===== config.mk =====
export PLATFORM = sky130hd
export DESIGN_NAME = fpu_mul_seq
export DESIGN_NICKNAME = d
export VERILOG_FILES = /design/src/rtl/fpu_mul_seq.sv
export SDC_FILE = /design/constraint.sdc
export NUM_CORES = 1
export LEC_CHECK = 0
export ABC_AREA = 1
export BUFFER_PORTS_ARGS = -buffer_cell sky130_fd_sc_hd__buf_4
export CAP_MARGIN = 20
export CORE_UTILIZATION = 60
export CTS_CLUSTER_DIAMETER = 80
export CTS_CLUSTER_SIZE = 40
export DETAILED_ROUTE_END_ITERATION = 12
export PLACE_DENSITY = 0.93
export SKIP_CTS_REPAIR_TIMING = 1
export SKIP_LAST_GASP = 1
export SYNTH_ARGS = -nofsm -noshare
export SYNTH_HDL_FRONTEND = slang
export SYNTH_SLANG_ARGS = --single-unit

===== constraint.sdc =====
create_clock -name clk -period 2.5 [get_ports clk]
set_clock_uncertainty 0.05 [all_clocks]
set_input_delay 0.5 -clock clk [delete_from_list [all_inputs] [get_ports clk]]
set_output_delay 0.5 -clock clk [all_outputs]
set_load 0.01 [all_outputs]

===== src/rtl/fpu_mul_seq.sv =====
`default_nettype none
// ============================================================================
// Module      : fpu_mul_seq
// Description : Sequential IEEE-754-format floating-point multiplier. Each
//               request is handled by a shift-and-add significand multiply
//               that takes one add step and one shift step per significand
//               bit, then normalise, round, range check and pack.
//               Zero, infinity and NaN operands skip the multiply loop.
//               Denormal inputs are flushed to signed zero, and the unit
//               never produces denormal outputs.
// Revision    : 1.0 - initial release
// ----------------------------------------------------------------------------
// Parameters  : EXP_W        exponent field width (default 8)
//               MAN_W        stored fraction width (default 23)
//               Word width W = 1 + EXP_W + MAN_W
// Ports       : clk          single clock, rising edge
//               arst_n       asynchronous active-low reset
//               start        request, sampled only while idle
//               a_operand    multiplicand, W bits
//               b_operand    multiplier, W bits
//               ack          consumer accepts the presented result
//               busy         high whenever the unit is not idle
//               result_valid result and flags are valid
//               result       packed product, W bits
//               flag_ovf     overflow, result is signed infinity
//               flag_unf     underflow, result is signed zero
//               flag_inv     invalid operation, result is canonical qNaN
// Build macro : FPU_MUL_RNE_EN  defined   -> round to nearest, ties to even
//                               undefined -> truncate toward zero
// ============================================================================
module fpu_mul_seq #(
    parameter int EXP_W = 8,
    parameter int MAN_W = 23
) (
    input  logic                   clk,
    input  logic                   arst_n,
    input  logic                   start,
    input  logic [EXP_W+MAN_W:0]   a_operand,
    input  logic [EXP_W+MAN_W:0]   b_operand,
    input  logic                   ack,
    output logic                   busy,
    output logic                   result_valid,
    output logic [EXP_W+MAN_W:0]   result,
    output logic                   flag_ovf,
    output logic                   flag_unf,
    output logic                   flag_inv
);

    localparam int c_w     = 1 + EXP_W + MAN_W;
    localparam int c_sig_w = MAN_W + 1;
    localparam int c_cnt_w = $clog2(c_sig_w + 1);
    // Two guard bits above the exponent field hold the sign and the carry
    // of the raw exponent sum.
    localparam int c_ew    = EXP_W + 2;

    localparam logic [c_cnt_w-1:0] c_cnt_load = c_cnt_w'(c_sig_w);
    localparam logic [c_cnt_w-1:0] c_cnt_one  = c_cnt_w'(1);
    localparam logic [c_ew-1:0]    c_bias     = c_ew'((1 << (EXP_W - 1)) - 1);
    localparam logic [EXP_W-1:0]   c_exp_ones = {EXP_W{1'b1}};

    typedef enum logic [2:0] {
        ST_IDLE          = 3'd0,
        ST_START         = 3'd1,
        ST_PRODUCT_ADD   = 3'd2,
        ST_PRODUCT_SHIFT = 3'd3,
        ST_RESULT_SET    = 3'd4,
        ST_RESULT_VALID  = 3'd5
    } state_t;

    state_t               r_state;
    state_t               w_next;

    logic [c_w-1:0]       r_a;
    logic [c_w-1:0]       r_b;
    logic [c_sig_w-1:0]   r_mcand;
    logic [c_sig_w-1:0]   r_acc;
    logic [c_sig_w-1:0]   r_mplier;
    logic                 r_carry;
    logic [c_cnt_w-1:0]   r_cnt;
    logic [c_ew-1:0]      r_exp;
    logic                 r_sign;
    logic                 r_special;
    logic [c_w-1:0]       r_spec_word;
    logic                 r_spec_inv;

    // ------------------------------------------------------------------
    // Operand unpack and special-case classification
    // ------------------------------------------------------------------
    logic [EXP_W-1:0]     w_exp_a;
    logic [EXP_W-1:0]     w_exp_b;
    logic [MAN_W-1:0]     w_frac_a;
    logic [MAN_W-1:0]     w_frac_b;
    logic                 w_sign;
    logic                 w_zero_a;
    logic                 w_zero_b;
    logic                 w_inf_a;
    logic                 w_inf_b;
    logic                 w_nan_a;
    logic                 w_nan_b;
    logic                 w_special;
    logic                 w_spec_inv;
    logic [c_w-1:0]       w_spec_word;

    always_comb begin
        w_exp_a  = r_a[c_w-2 -: EXP_W];
        w_exp_b  = r_b[c_w-2 -: EXP_W];
        w_frac_a = r_a[MAN_W-1:0];
        w_frac_b = r_b[MAN_W-1:0];
        w_sign   = r_a[c_w-1] ^ r_b[c_w-1];

        // A zero exponent field covers both true zero and denormals,
        // which are flushed to zero.
        w_zero_a = (w_exp_a == '0);
        w_zero_b = (w_exp_b == '0);
        w_inf_a  = (w_exp_a == c_exp_ones) && (w_frac_a == '0);
        w_inf_b  = (w_exp_b == c_exp_ones) && (w_frac_b == '0);
        w_nan_a  = (w_exp_a == c_exp_ones) && (w_frac_a != '0);
        w_nan_b  = (w_exp_b == c_exp_ones) && (w_frac_b != '0);

        w_special  = w_nan_a | w_nan_b | w_inf_a | w_inf_b | w_zero_a | w_zero_b;
        w_spec_inv = w_nan_a | w_nan_b | (w_zero_a & w_inf_b) | (w_inf_a & w_zero_b);

        if (w_spec_inv) begin
            w_spec_word = {1'b0, c_exp_ones, 1'b1, {(MAN_W-1){1'b0}}};
        end else if (w_inf_a | w_inf_b) begin
            w_spec_word = {w_sign, c_exp_ones, {MAN_W{1'b0}}};
        end else begin
            w_spec_word = {w_sign, {(EXP_W+MAN_W){1'b0}}};
        end
    end

    // ------------------------------------------------------------------
    // Normalise, round and range check of the finished product.
    // The product is {r_acc, r_mplier}, with the binary point two bits
    // below its MSB, so it lies in [1, 4).
    // ------------------------------------------------------------------
    logic                 w_norm;
    logic [c_sig_w-1:0]   w_mant_pre;
    logic                 w_round_up;
    logic [c_sig_w:0]     w_mant_rnd;
    logic                 w_rcarry;
    logic [MAN_W-1:0]     w_frac;
    logic [c_ew-1:0]      w_exp_fin;
    logic                 w_ovf;
    logic                 w_unf;

`ifdef FPU_MUL_RNE_EN
    logic                 w_guard;
    logic                 w_sticky;

    always_comb begin
        w_guard    = w_norm ? r_mplier[c_sig_w-1] : r_mplier[c_sig_w-2];
        w_sticky   = w_norm ? (|r_mplier[c_sig_w-2:0]) : (|r_mplier[c_sig_w-3:0]);
        // Round up above the halfway point, or exactly at it when the kept
        // LSB is odd.
        w_round_up = w_guard & (w_sticky | w_mant_pre[0]);
    end
`else
    always_comb begin
        w_round_up = 1'b0;
    end
`endif

    always_comb begin
        w_norm     = r_acc[c_sig_w-1];
        w_mant_pre = w_norm ? r_acc : {r_acc[c_sig_w-2:0], r_mplier[c_sig_w-1]};
        w_mant_rnd = {1'b0, w_mant_pre} + {{c_sig_w{1'b0}}, w_round_up};
        // A rounding carry leaves the significand at exactly 2.0, so the
        // renormalised fraction is taken one bit higher.
        w_rcarry   = w_mant_rnd[c_sig_w];
        w_frac     = w_rcarry ? w_mant_rnd[c_sig_w-1:1] : w_mant_rnd[MAN_W-1:0];
        w_exp_fin  = r_exp + {{(c_ew-1){1'b0}}, w_norm} + {{(c_ew-1){1'b0}}, w_rcarry};
        w_ovf      = !w_exp_fin[c_ew-1] && (w_exp_fin[c_ew-2:0] >= {1'b0, c_exp_ones});
        w_unf      = w_exp_fin[c_ew-1] || (w_exp_fin == '0);
    end

    // ------------------------------------------------------------------
    // Control FSM
    // ------------------------------------------------------------------
    always_ff @(posedge clk or negedge arst_n) begin
        if (!arst_n) begin
            r_state <= ST_IDLE;
        end else begin
            r_state <= w_next;
        end
    end

    always_comb begin
        w_next = r_state;
        case (r_state)
            ST_IDLE:          if (start) w_next = ST_START;
            ST_START:         w_next = w_special ? ST_RESULT_SET : ST_PRODUCT_ADD;
            ST_PRODUCT_ADD:   w_next = ST_PRODUCT_SHIFT;
            ST_PRODUCT_SHIFT: w_next = (r_cnt == c_cnt_one) ? ST_RESULT_SET : ST_PRODUCT_ADD;
            ST_RESULT_SET:    w_next = ST_RESULT_VALID;
            ST_RESULT_VALID:  if (ack) w_next = ST_IDLE;
            default:          w_next = ST_IDLE;
        endcase
    end

    assign busy         = (r_state != ST_IDLE);
    assign result_valid = (r_state == ST_RESULT_VALID);

    // ------------------------------------------------------------------
    // Datapath
    // ------------------------------------------------------------------
    always_ff @(posedge clk or negedge arst_n) begin
        if (!arst_n) begin
            r_a         <= '0;
            r_b         <= '0;
            r_mcand     <= '0;
            r_acc       <= '0;
            r_mplier    <= '0;
            r_carry     <= 1'b0;
            r_cnt       <= '0;
            r_exp       <= '0;
            r_sign      <= 1'b0;
            r_special   <= 1'b0;
            r_spec_word <= '0;
            r_spec_inv  <= 1'b0;
            result      <= '0;
            flag_ovf    <= 1'b0;
            flag_unf    <= 1'b0;
            flag_inv    <= 1'b0;
        end else begin
            case (r_state)
                ST_IDLE: begin
                    if (start) begin
                        r_a      <= a_operand;
                        r_b      <= b_operand;
                        flag_ovf <= 1'b0;
                        flag_unf <= 1'b0;
                        flag_inv <= 1'b0;
                    end
                end
                ST_START: begin
                    r_mcand     <= {1'b1, w_frac_a};
                    r_mplier    <= {1'b1, w_frac_b};
                    r_acc       <= '0;
                    r_carry     <= 1'b0;
                    r_cnt       <= c_cnt_load;
                    r_exp       <= {2'b00, w_exp_a} + {2'b00, w_exp_b} - c_bias;
                    r_sign      <= w_sign;
                    r_special   <= w_special;
                    r_spec_word <= w_spec_word;
                    r_spec_inv  <= w_spec_inv;
                end
                ST_PRODUCT_ADD: begin
                    if (r_mplier[0]) begin
                        {r_carry, r_acc} <= {1'b0, r_acc} + {1'b0, r_mcand};
                    end
                end
                ST_PRODUCT_SHIFT: begin
                    // Product bits retire into the vacated multiplier bits.
                    {r_carry, r_acc, r_mplier} <= {1'b0, r_carry, r_acc, r_mplier[c_sig_w-1:1]};
                    r_cnt <= r_cnt - c_cnt_one;
                end
                ST_RESULT_SET: begin
                    if (r_special) begin
                        result   <= r_spec_word;
                        flag_inv <= r_spec_inv;
                    end else if (w_ovf) begin
                        result   <= {r_sign, c_exp_ones, {MAN_W{1'b0}}};
                        flag_ovf <= 1'b1;
                    end else if (w_unf) begin
                        result   <= {r_sign, {(EXP_W+MAN_W){1'b0}}};
                        flag_unf <= 1'b1;
                    end else begin
                        result   <= {r_sign, w_exp_fin[EXP_W-1:0], w_frac};
                    end
                end
                default: begin
                end
            endcase
        end
    end

endmodule
`default_nettype wire

# After elaboration in Yosys (flattened, before gate mapping)
# Index checks and enable logic that the tools add are counted.
[totals] word_cells=105 latchBits=0 ramBits=0 out_inout_bits=37 romBits=0 ff_bits=225 in_bits=68 memories=0
[op_classes] n_eq_ne=16 mul=0 div_mod_pow=0 n_bitwise=11 n_addsub=5 shifts=0 muxes=27 reduce_logical=28 order_cmp=1
[op_table] operator="31-bit 2-to-1 mux" n=3
[op_table] operator="24-bit case mux with 3 select lines" n=1
[op_table] operator="32-bit 2-to-1 mux" n=2
[op_table] operator="24-bit case mux with 2 select lines" n=1
[op_table] operator="23-bit logical NOT" n=2
[op_table] operator="23-bit nonzero test" n=2
[op_table] operator="24-bit by 24-bit adder with 25-bit output" n=1
[op_table] operator="24-bit 2-to-1 mux" n=1
[op_table] operator="23-bit 2-to-1 mux" n=1
[op_table] operator="3-bit case mux with 6 select lines" n=1
[op_table] operator="8-bit equality test (second input constant)" n=2
[op_table] operator="8-bit logical NOT" n=2
[op_table] operator="2-bit inequality test (second input constant)" n=8
[op_table] operator="3-bit 2-to-1 mux" n=4
[op_table] operator="10-bit by 1-bit adder with 10-bit output" n=1
[op_table] operator="10-bit logical NOT" n=1
[op_table] operator="5-bit case mux with 2 select lines" n=1
[op_table] operator="9-bit by 7-bit subtractor with 10-bit output (second input constant)" n=1
[op_table] operator="8-bit by 8-bit adder with 9-bit output" n=1
[op_table] operator="9-bit by 8-bit greater-or-equal comparator with 1-bit output (second input constant)" n=1
[op_table] operator="1-bit 2-to-1 mux" n=8
[op_table] operator="1-bit bitwise OR" n=8
[op_table] operator="1-bit case mux with 2 select lines" n=4
[op_table] operator="2-bit AND reduction" n=4
[op_table] operator="17 further kinds" n=27

# Longest topological paths before layout
# Gate-level depths: netlist of the first run.
[depth] ltp_word=9 depth_mapped=14 depth_no_buf=14

# Least setup slack after synthesis of the first run
# Ideal clock, no wire load.
[synth_timing] kind="reg2reg" startpoint="reg r_a[24]" endpoint="reg r_exp[7]" slack_ns=0.375 t_required_ns=2.315 period_less_slack_ns=2.125 stages_incl_launch_ff=11 n_path_buf=0 arrival_time_ns=1.939 setup_time_ns=0.135 cell_sequence="dfrtp_1 ha_1 ha_1 fa_1 nand3_1 nand3_1 nand2_1 nand2_1 a21oi_1 xor2_1 o21ai_0"
[synth_via] elab_chain_cells=2
[synth_lines] element="start: declaration" line="73" rtl="logic [c_w-1:0] r_a;"
[synth_lines] element="start signal: assignment" line="229" rtl="r_a <= a_operand;"
[synth_lines] element="8-bit by 8-bit adder with 9-bit output" line="242" rtl="r_exp <= {2'b00, w_exp_a} + {2'b00, w_exp_b} - c_bias;"
[synth_lines] element="9-bit by 7-bit subtractor with 10-bit output" line="242"
[synth_lines] element="end signal: assignment" line="242"
[synth_lines] element="end: declaration" line="80" rtl="logic [c_ew-1:0] r_exp;"
# Every way passes these cells.
# A chain may end at the register's enable or synchronous reset.

# Final worst setup path of the first run
[layout_timing] startpoint="reg r_acc[23]" endpoint="reg result[14]"
[layout_via] elab_chain_cells=6
[layout_lines] element="start: declaration" line="76" rtl="logic [c_sig_w-1:0] r_acc;"
[layout_lines] element="start signal: assignment" line="250" rtl="{r_carry, r_acc} <= {1'b0, r_acc} + {1'b0, r_mcand};"
[layout_lines] element="start signal: assignment" line="255" rtl="{r_carry, r_acc, r_mplier} <= {1'b0, r_carry, r_acc, r_mplier[c_sig_w-1:1]};"
[layout_lines] element="parallel branches: the longest is 4 deep, another holds 10-bit by 1-bit adder with 10-bit output"
[layout_lines] element="31-bit 2-to-1 mux (*)" line="262" rtl="end else if (w_ovf) begin"
[layout_lines] element="32-bit 2-to-1 mux (*)" line="259" rtl="if (r_special) begin"
[layout_lines] element="end signal: assignment" line="260" rtl="result <= r_spec_word;"
[layout_lines] element="end signal: assignment" line="263" rtl="result <= {r_sign, c_exp_ones, {MAN_W{1'b0}}};"
[layout_lines] element="end signal: assignment" line="266" rtl="result <= {r_sign, {(EXP_W+MAN_W){1'b0}}};"
[layout_lines] element="end: declaration" line="43" rtl="output logic [EXP_W+MAN_W:0] result,"
# Every way passes the cells marked *.

==> impl_metrics.json, run 1 <==
{
  "status": "finished with violations",
  "failed_checks": "negative setup slack",
  "finalPower_uw": 18250,
  "final_common_cell": "nand2_1",
  "firstDrtPassIters": 9,
  "nNetsFinal": 1650,
  "dieHeight_um": 136.2,
  "cts_buffers": 17,
  "wl_per_cell_um": 16.47,
  "io_buffers": 104,
  "ys_warn_count": 0,
  "cp-start-kind": "flip-flop",
  "wl_um": 29240,
  "via_per_inst": 5.713,
  "hold_viol_final": 0,
  "fin_area_um2": 12480,
  "synthCells": 1437,
  "grt_first_pass_wirelength_um": 47230,
  "synth-seq-cells": 195,
  "setup_tns_ns": -0.001838,
  "ys_types": 35,
  "tightest_slew_ns": 0.8096,
  "boundaryPins": 105,
  "cts_tree": "built",
  "antenna-diode-count": 0,
  "min_period_ns": 2.501,
  "clk_pin_slew_worst_paths_ns": 0.07,
  "irDropWorstVdd_v": 0.0006834,
  "syn-num-nets": 1550,
  "maxSlewHeadroom": 0.4571,
  "drc": 0,
  "finalCritPeriodShare": 1.001,
  "stdcell_count": 1775,
  "antenna_found_initial": 0,
  "crit_required_ns": 2.83,
  "cp_max_fo": 11,
  "rr_worst_depth": 12,
  "setup_viol": 2,
  "power_density_nw_per_um2": 1463,
  "grt-ovfl-total": 0,
  "htreeDepth": 4,
  "grt_pass1_vias": 9520,
  "start_util": 0.6200,
  "critPathCaptureType": "flip-flop",
  "fmax_mhz": 399.8,
  "synth_area_um2": 10800,
  "arrival_ns": 2.83,
  "synth_area_per_cell_um2": 7.515,
  "cap_violations": 0,
  "dpl-instance-area_um2": 11880,
  "fin_util": 0.7164,
  "cts-root-buf": "clkbuf_16",
  "rows": 48,
  "grt_max_degree": 69,
  "dp_cells": 1741,
  "vias": 10140,
  "path_class": "reg2reg",
  "setup_ws_ns": -0.001278,
  "syn_to_final_growth_pct": 15.54,
  "grt_setup_unrepaired": "true",
  "core_um2": 17420,
  "postRouteAntennaNets": 0,
  "p_leak_uw": 0.006578,
  "seq_area_frac_synth": 0.4519,
  "place_congestion": 0.9292,
  "hpwl_um": 20720,
  "hp-class": "in2async",
  "fp.dieArea_um2": 18540,
  "grtUsageTotal": 0.3315,
  "insertion_delay_ns": 0.44,
  "drt_iter0_drc": 995,
  "dieWidth_um": 136.2,
  "cts_buffer_depth": 2,
  "drive_gt1_frac": 0.1329,
  "drv_slew": 0,
  "cts.sinks": 195,
  "mostFrequentLayoutCells": "nand2_1, dfrtp_1, inv_1"
}
[final timing paths]
path                                                to             startpoint  slack [ns]
min in group clk                   r_b[31]$_DFFE_PN0P_          b_operand[31]        0.20
worst max register to register  result[14]$_DFFE_PN0P_  r_acc[23]$_DFFE_PN0P_      -0.001
worst min-delay path             r_acc[11]$_DFFE_PN0P_                 arst_n      0.0007
worst min register to register   result[9]$_DFFE_PN0P_  result[9]$_DFFE_PN0P_        0.44
worst max-delay path            result[14]$_DFFE_PN0P_  r_acc[23]$_DFFE_PN0P_      -0.001
max in group asynchronous          r_a[25]$_DFFE_PN0P_                 arst_n        1.69
[routing by layer]
layer	up-vias	track usage	part of all wire
li1	4809	-	-
met1	4742	0.4353	0.41
met2	505	0.5406	0.48
met3	84	0.04884	0.076
met4	0	0.1556	0.039
met5	-	0	0
[flip-flops by register name (all words and copies together), names as in the netlist, 3 cells and up]
register	count
r_cnt	5
r_a	32
r_acc	24
r_mplier	24
r_b	32
r_spec_word	3
r_mcand	24
result	32
r_exp	10
r_state	3
[logic make-up after synthesis]
family	share of synthesized area
AOI/OAI and AO/OA	0.1010
adders and majority gates	0.05353
xor gates and xnor gates	0.008110
DFF	0.4519
muxes	0.001043
buffers and inverters	0.08273
and+or+nand+nor	0.3017
[critical path: stages (launching register included)]
cell      delay (ns)
dfrtp_1         0.36
ha_1            0.22
ha_1            0.22
nand3_1         0.16
nor2_2          0.20
nand2_1         0.07
nand2_1         0.06
nand2_1         0.06
nand2_1         0.13
nor2_4          0.08
a21boi_2        0.63
nand3_2         0.10
nand2_1         0.10
[power by group]
part           total, uW  switching, uW  internal, uW
sequential          5780           1210          4570
combinational       9870           6380          3500
clock               2600           1240          1360
[cells in the mapped netlist]
cell type / instances / share of area
a21boi_4: 1 / 0.0017
a21oi_1: 62 / 0.029
a22oi_1: 13 / 0.0090
buf_1: 2 / 0.00070
buf_2: 9 / 0.0042
buf_4: 1 / 0.00070
buf_6: 2 / 0.0021
clkbuf_1: 34 / 0.012
dfrtp_1: 195 / 0.45
fa_1: 2 / 0.0037
ha_1: 43 / 0.050
inv_1: 172 / 0.060
inv_2: 10 / 0.0035
mux2_2: 1 / 0.0010
nand2_1: 526 / 0.18
nand3_1: 74 / 0.034
nand3_2: 20 / 0.019
nand3b_1: 11 / 0.0076
nand4_1: 26 / 0.015
nor2_1: 74 / 0.026
nor2_2: 2 / 0.0012
nor2_4: 4 / 0.0042
nor2_8: 1 / 0.0019
nor3_1: 8 / 0.0037
nor3_4: 1 / 0.0015
nor4_1: 6 / 0.0035
o211ai_1: 12 / 0.0083
o21ai_0: 97 / 0.045
o21ai_1: 8 / 0.0037
o221ai_1: 2 / 0.0016
o22ai_1: 5 / 0.0029
or2_2: 2 / 0.0012
or3_1: 1 / 0.00058
xnor2_1: 4 / 0.0032
xor2_1: 6 / 0.0049
[area by class of cell]
class	instances	area (um2)
clock buffer	22	474.2
clock inverter	10	75.07
fill	1305	4940
inverter	182	683.2
multi-input combinational	1013	5054
sequential	195	4880
tap	225	281.5
timing repair buffer	128	1030
[through the flow]
step	setup slack [ns]	hold slack, ns
finish	-0.001278	0.0007383
detailed placement	-0.05012	0.4214
CTS	-0.08191	0.03035
floorplan	0.3755	0.1544
global placement	0.1146	0.4115
global route	-0.1524	0.05176
Power figures use the tool's default switching activity.
==> inputs of run 2 (changes only) <==
--- a/config.mk
+++ b/config.mk
@@ -8,13 +8,12 @@
 export ABC_AREA = 1
 export BUFFER_PORTS_ARGS = -buffer_cell sky130_fd_sc_hd__buf_4
 export CAP_MARGIN = 20
-export CORE_UTILIZATION = 60
+export CORE_UTILIZATION = 50
 export CTS_CLUSTER_DIAMETER = 80
 export CTS_CLUSTER_SIZE = 40
 export DETAILED_ROUTE_END_ITERATION = 12
-export PLACE_DENSITY = 0.93
+export PLACE_DENSITY = 0.81
 export SKIP_CTS_REPAIR_TIMING = 1
-export SKIP_LAST_GASP = 1
 export SYNTH_ARGS = -nofsm -noshare
 export SYNTH_HDL_FRONTEND = slang
 export SYNTH_SLANG_ARGS = --single-unit
==> run 2 against run 1 <==
The run now ends clean. Via count shrank 4.3%. Final cell count grew 2.6%. Core utilization decreased by 12 points. Routed wire length shrank 4.7%. Power fell by 0.36%. Worst hold slack better by 0.19 ns. Largest power group unchanged. Highest routed layer unchanged.
==> impl_metrics.json, run 2 (synthesis results as in run 1) <==
{
  "status": "complete, no violations",
  "arrival_ns": 2.55,
  "crit_required_ns": 2.75,
  "via_per_inst": 5.329,
  "drive_gt1_frac": 0.1306,
  "hp-class": "in2reg",
  "path_class": "reg2reg",
  "core_um2": 21090,
  "grt_pass1_vias": 9134,
  "critPathCaptureType": "flip-flop",
  "drc": 0,
  "grt-ovfl-total": 0,
  "cts-root-buf": "clkbuf_16",
  "holdWs_ns": 0.1944,
  "setup_tns_ns": 0,
  "cts.sinks": 195,
  "grtUsageTotal": 0.2640,
  "drt_iter0_drc": 733,
  "regArea_um2": 4880,
  "hold_viol_final": 0,
  "drv_slew": 0,
  "cp.depth": 10,
  "dieWidth_um": 149.0,
  "cts_buffers": 17,
  "rows": 53,
  "setup_viol": 0,
  "tightest_slew_ns": 0.6700,
  "cts_tree": "built",
  "top_layer": "met4",
  "pre_cts_slack_ns": 0.006114,
  "stdcell_count": 1822,
  "multi_input_area_um2": 5059,
  "fp.dieArea_um2": 22190,
  "reg_top3": "r_a: 32 flops, r_b: 32 flops, result: 32 flops",
  "setup_ws_ns": 0.2004,
  "slowest_delay_ns": 0.42,
  "syn_to_final_growth_pct": 16.42,
  "place_congestion": 0.9036,
  "r2r_end": "r_exp[7]$_DFFE_PN0P_",
  "min_period_ns": 2.300,
  "reg2reg_slack_ns": 0.20,
  "wl_per_cell_um": 15.29,
  "cp_slowest_cell": "dfrtp_1",
  "grt_first_pass_wirelength_um": 45660,
  "wl_met2_um": 13040,
  "cp_cell_sequence": "ha_1 > ha_1 > fa_1 > nand3_1 > nand3_1 > nand2_1 > nand2_1 > a21oi_2 > xor2_1 > o21ai_0",
  "antenna-diode-count": 0,
  "cap_violations": 0,
  "path_delay_family": "adder cells",
  "vias": 9709,
  "r2r_start": "r_a[24]$_DFFE_PN0P_",
  "nNetsFinal": 1647,
  "irDropWorstVdd_v": 0.0007197,
  "hpwl_um": 20650,
  "io_buffers": 104,
  "met3_length_um": 1354,
  "antenna_found_initial": 0,
  "cp_num_buf_inv": 0,
  "insertion_delay_ns": 0.45,
  "grt_setup_unrepaired": "false",
  "htreeDepth": 4,
  "clk_pin_slew_worst_paths_ns": 0.07,
  "final_common_cell": "nand2_1",
  "rr_worst_depth": 10,
  "wl_um": 27860,
  "mostFrequentLayoutCells": "nand2_1, dfrtp_1, inv_1",
  "cp-start-kind": "flip-flop",
  "maxSlewHeadroom": 0.5528,
  "p_leak_uw": 0.006593,
  "startpoint": "r_a[24]$_DFFE_PN0P_",
  "postRouteAntennaNets": 0,
  "cp_max_fo": 4,
  "cts_buffer_depth": 2,
  "finalCritPeriodShare": 0.9198,
  "power_density_nw_per_um2": 1446,
  "wl_met1_um": 12750,
  "fill_cells": 1869,
  "grt_max_degree": 69,
  "dieHeight_um": 149.0,
  "start_util": 0.5121,
  "dp_cells": 1788,
  "fmax_mhz": 434.9,
  "firstDrtPassIters": 5,
  "boundaryPins": 105,
  "crit_path_end": "r_exp[7]$_DFFE_PN0P_"
}
## run 2: changes by cell type in the layout (fill, tap and decap cells not counted), moves of 2 or more
cell,delta
buf_4,-4
clkinv_2,-3
inv_6,+2
clkinvlp_4,-2
inv_8,+2
## run 2: through the flow
| stage | area, um2 | total power (uW) | util |
|---|---|---|---|
| 6_report | 12570 | 18180 | 0.5962 |
| 4_1_cts | 12530 | 18070 | 0.5942 |
| 3_5_place_dp | 11930 | 15180 | 0.5659 |
| 3_3_place_gp | 11930 | 14890 | 0.5659 |
| 2_1_floorplan | 10800 | 12350 | - |
| 5_1_grt | 12570 | 19860 | 0.5962 |
## run 2: cell type report
class	instances	area share
multi-input combinational	1013	0.4024
clock inverter	12	0.01115
inverter	182	0.05434
sequential	195	0.3881
timing repair buffer	125	0.08031
tap	275	0.02737
clock buffer	20	0.03633
## run 2: how the worst min path moves through the flow
| stage | start | endpoint | slack (ns) | cells after the start |
|---|---|---|---|---|
| 4_1_cts | arst_n | r_acc[11]$_DFFE_PN0P_ | -0.05 | 1 |
| 3_5_place_dp | arst_n | r_acc[12]$_DFFE_PN0P_ | 0.42 | 1 |
| 2_1_floorplan | arst_n | flag_inv$_DFFE_PN0P_ | 0.15 | 0 |
| 5_1_grt | b_operand[16] | r_b[16]$_DFFE_PN0P_ | 0.19 | 3 |
| 3_3_place_gp | flag_unf$_DFFE_PN0P_ | flag_unf$_DFFE_PN0P_ | 0.41 | 2 |
| 6_report | b_operand[28] | r_b[28]$_DFFE_PN0P_ | 0.19 | 3 |
## run 2: power breakdown
part	switching (uW)	internal, uW	leakage [uW]
clock network	1330	1470	0.000290
registers	1110	4570	0.00242
logic	6270	3430	0.00389
## run 2: worst reg2reg max path, cell delays in order, from the launching register on
cell and delay [ns]:
dfrtp_1 0.42, ha_1 0.31, ha_1 0.23, fa_1 0.42, nand3_1 0.09, nand3_1 0.09, nand2_1 0.10, nand2_1 0.07
a21oi_2 0.17, xor2_1 0.15, o21ai_0 0.08
## run 2: metal layers
layer | global-route usage | vias up
met4 | 0.09286 | 0
met5 | 0 | -
met2 | 0.4184 | 286
li1 | - | 4796
met1 | 0.3650 | 4573
met3 | 0.04495 | 54
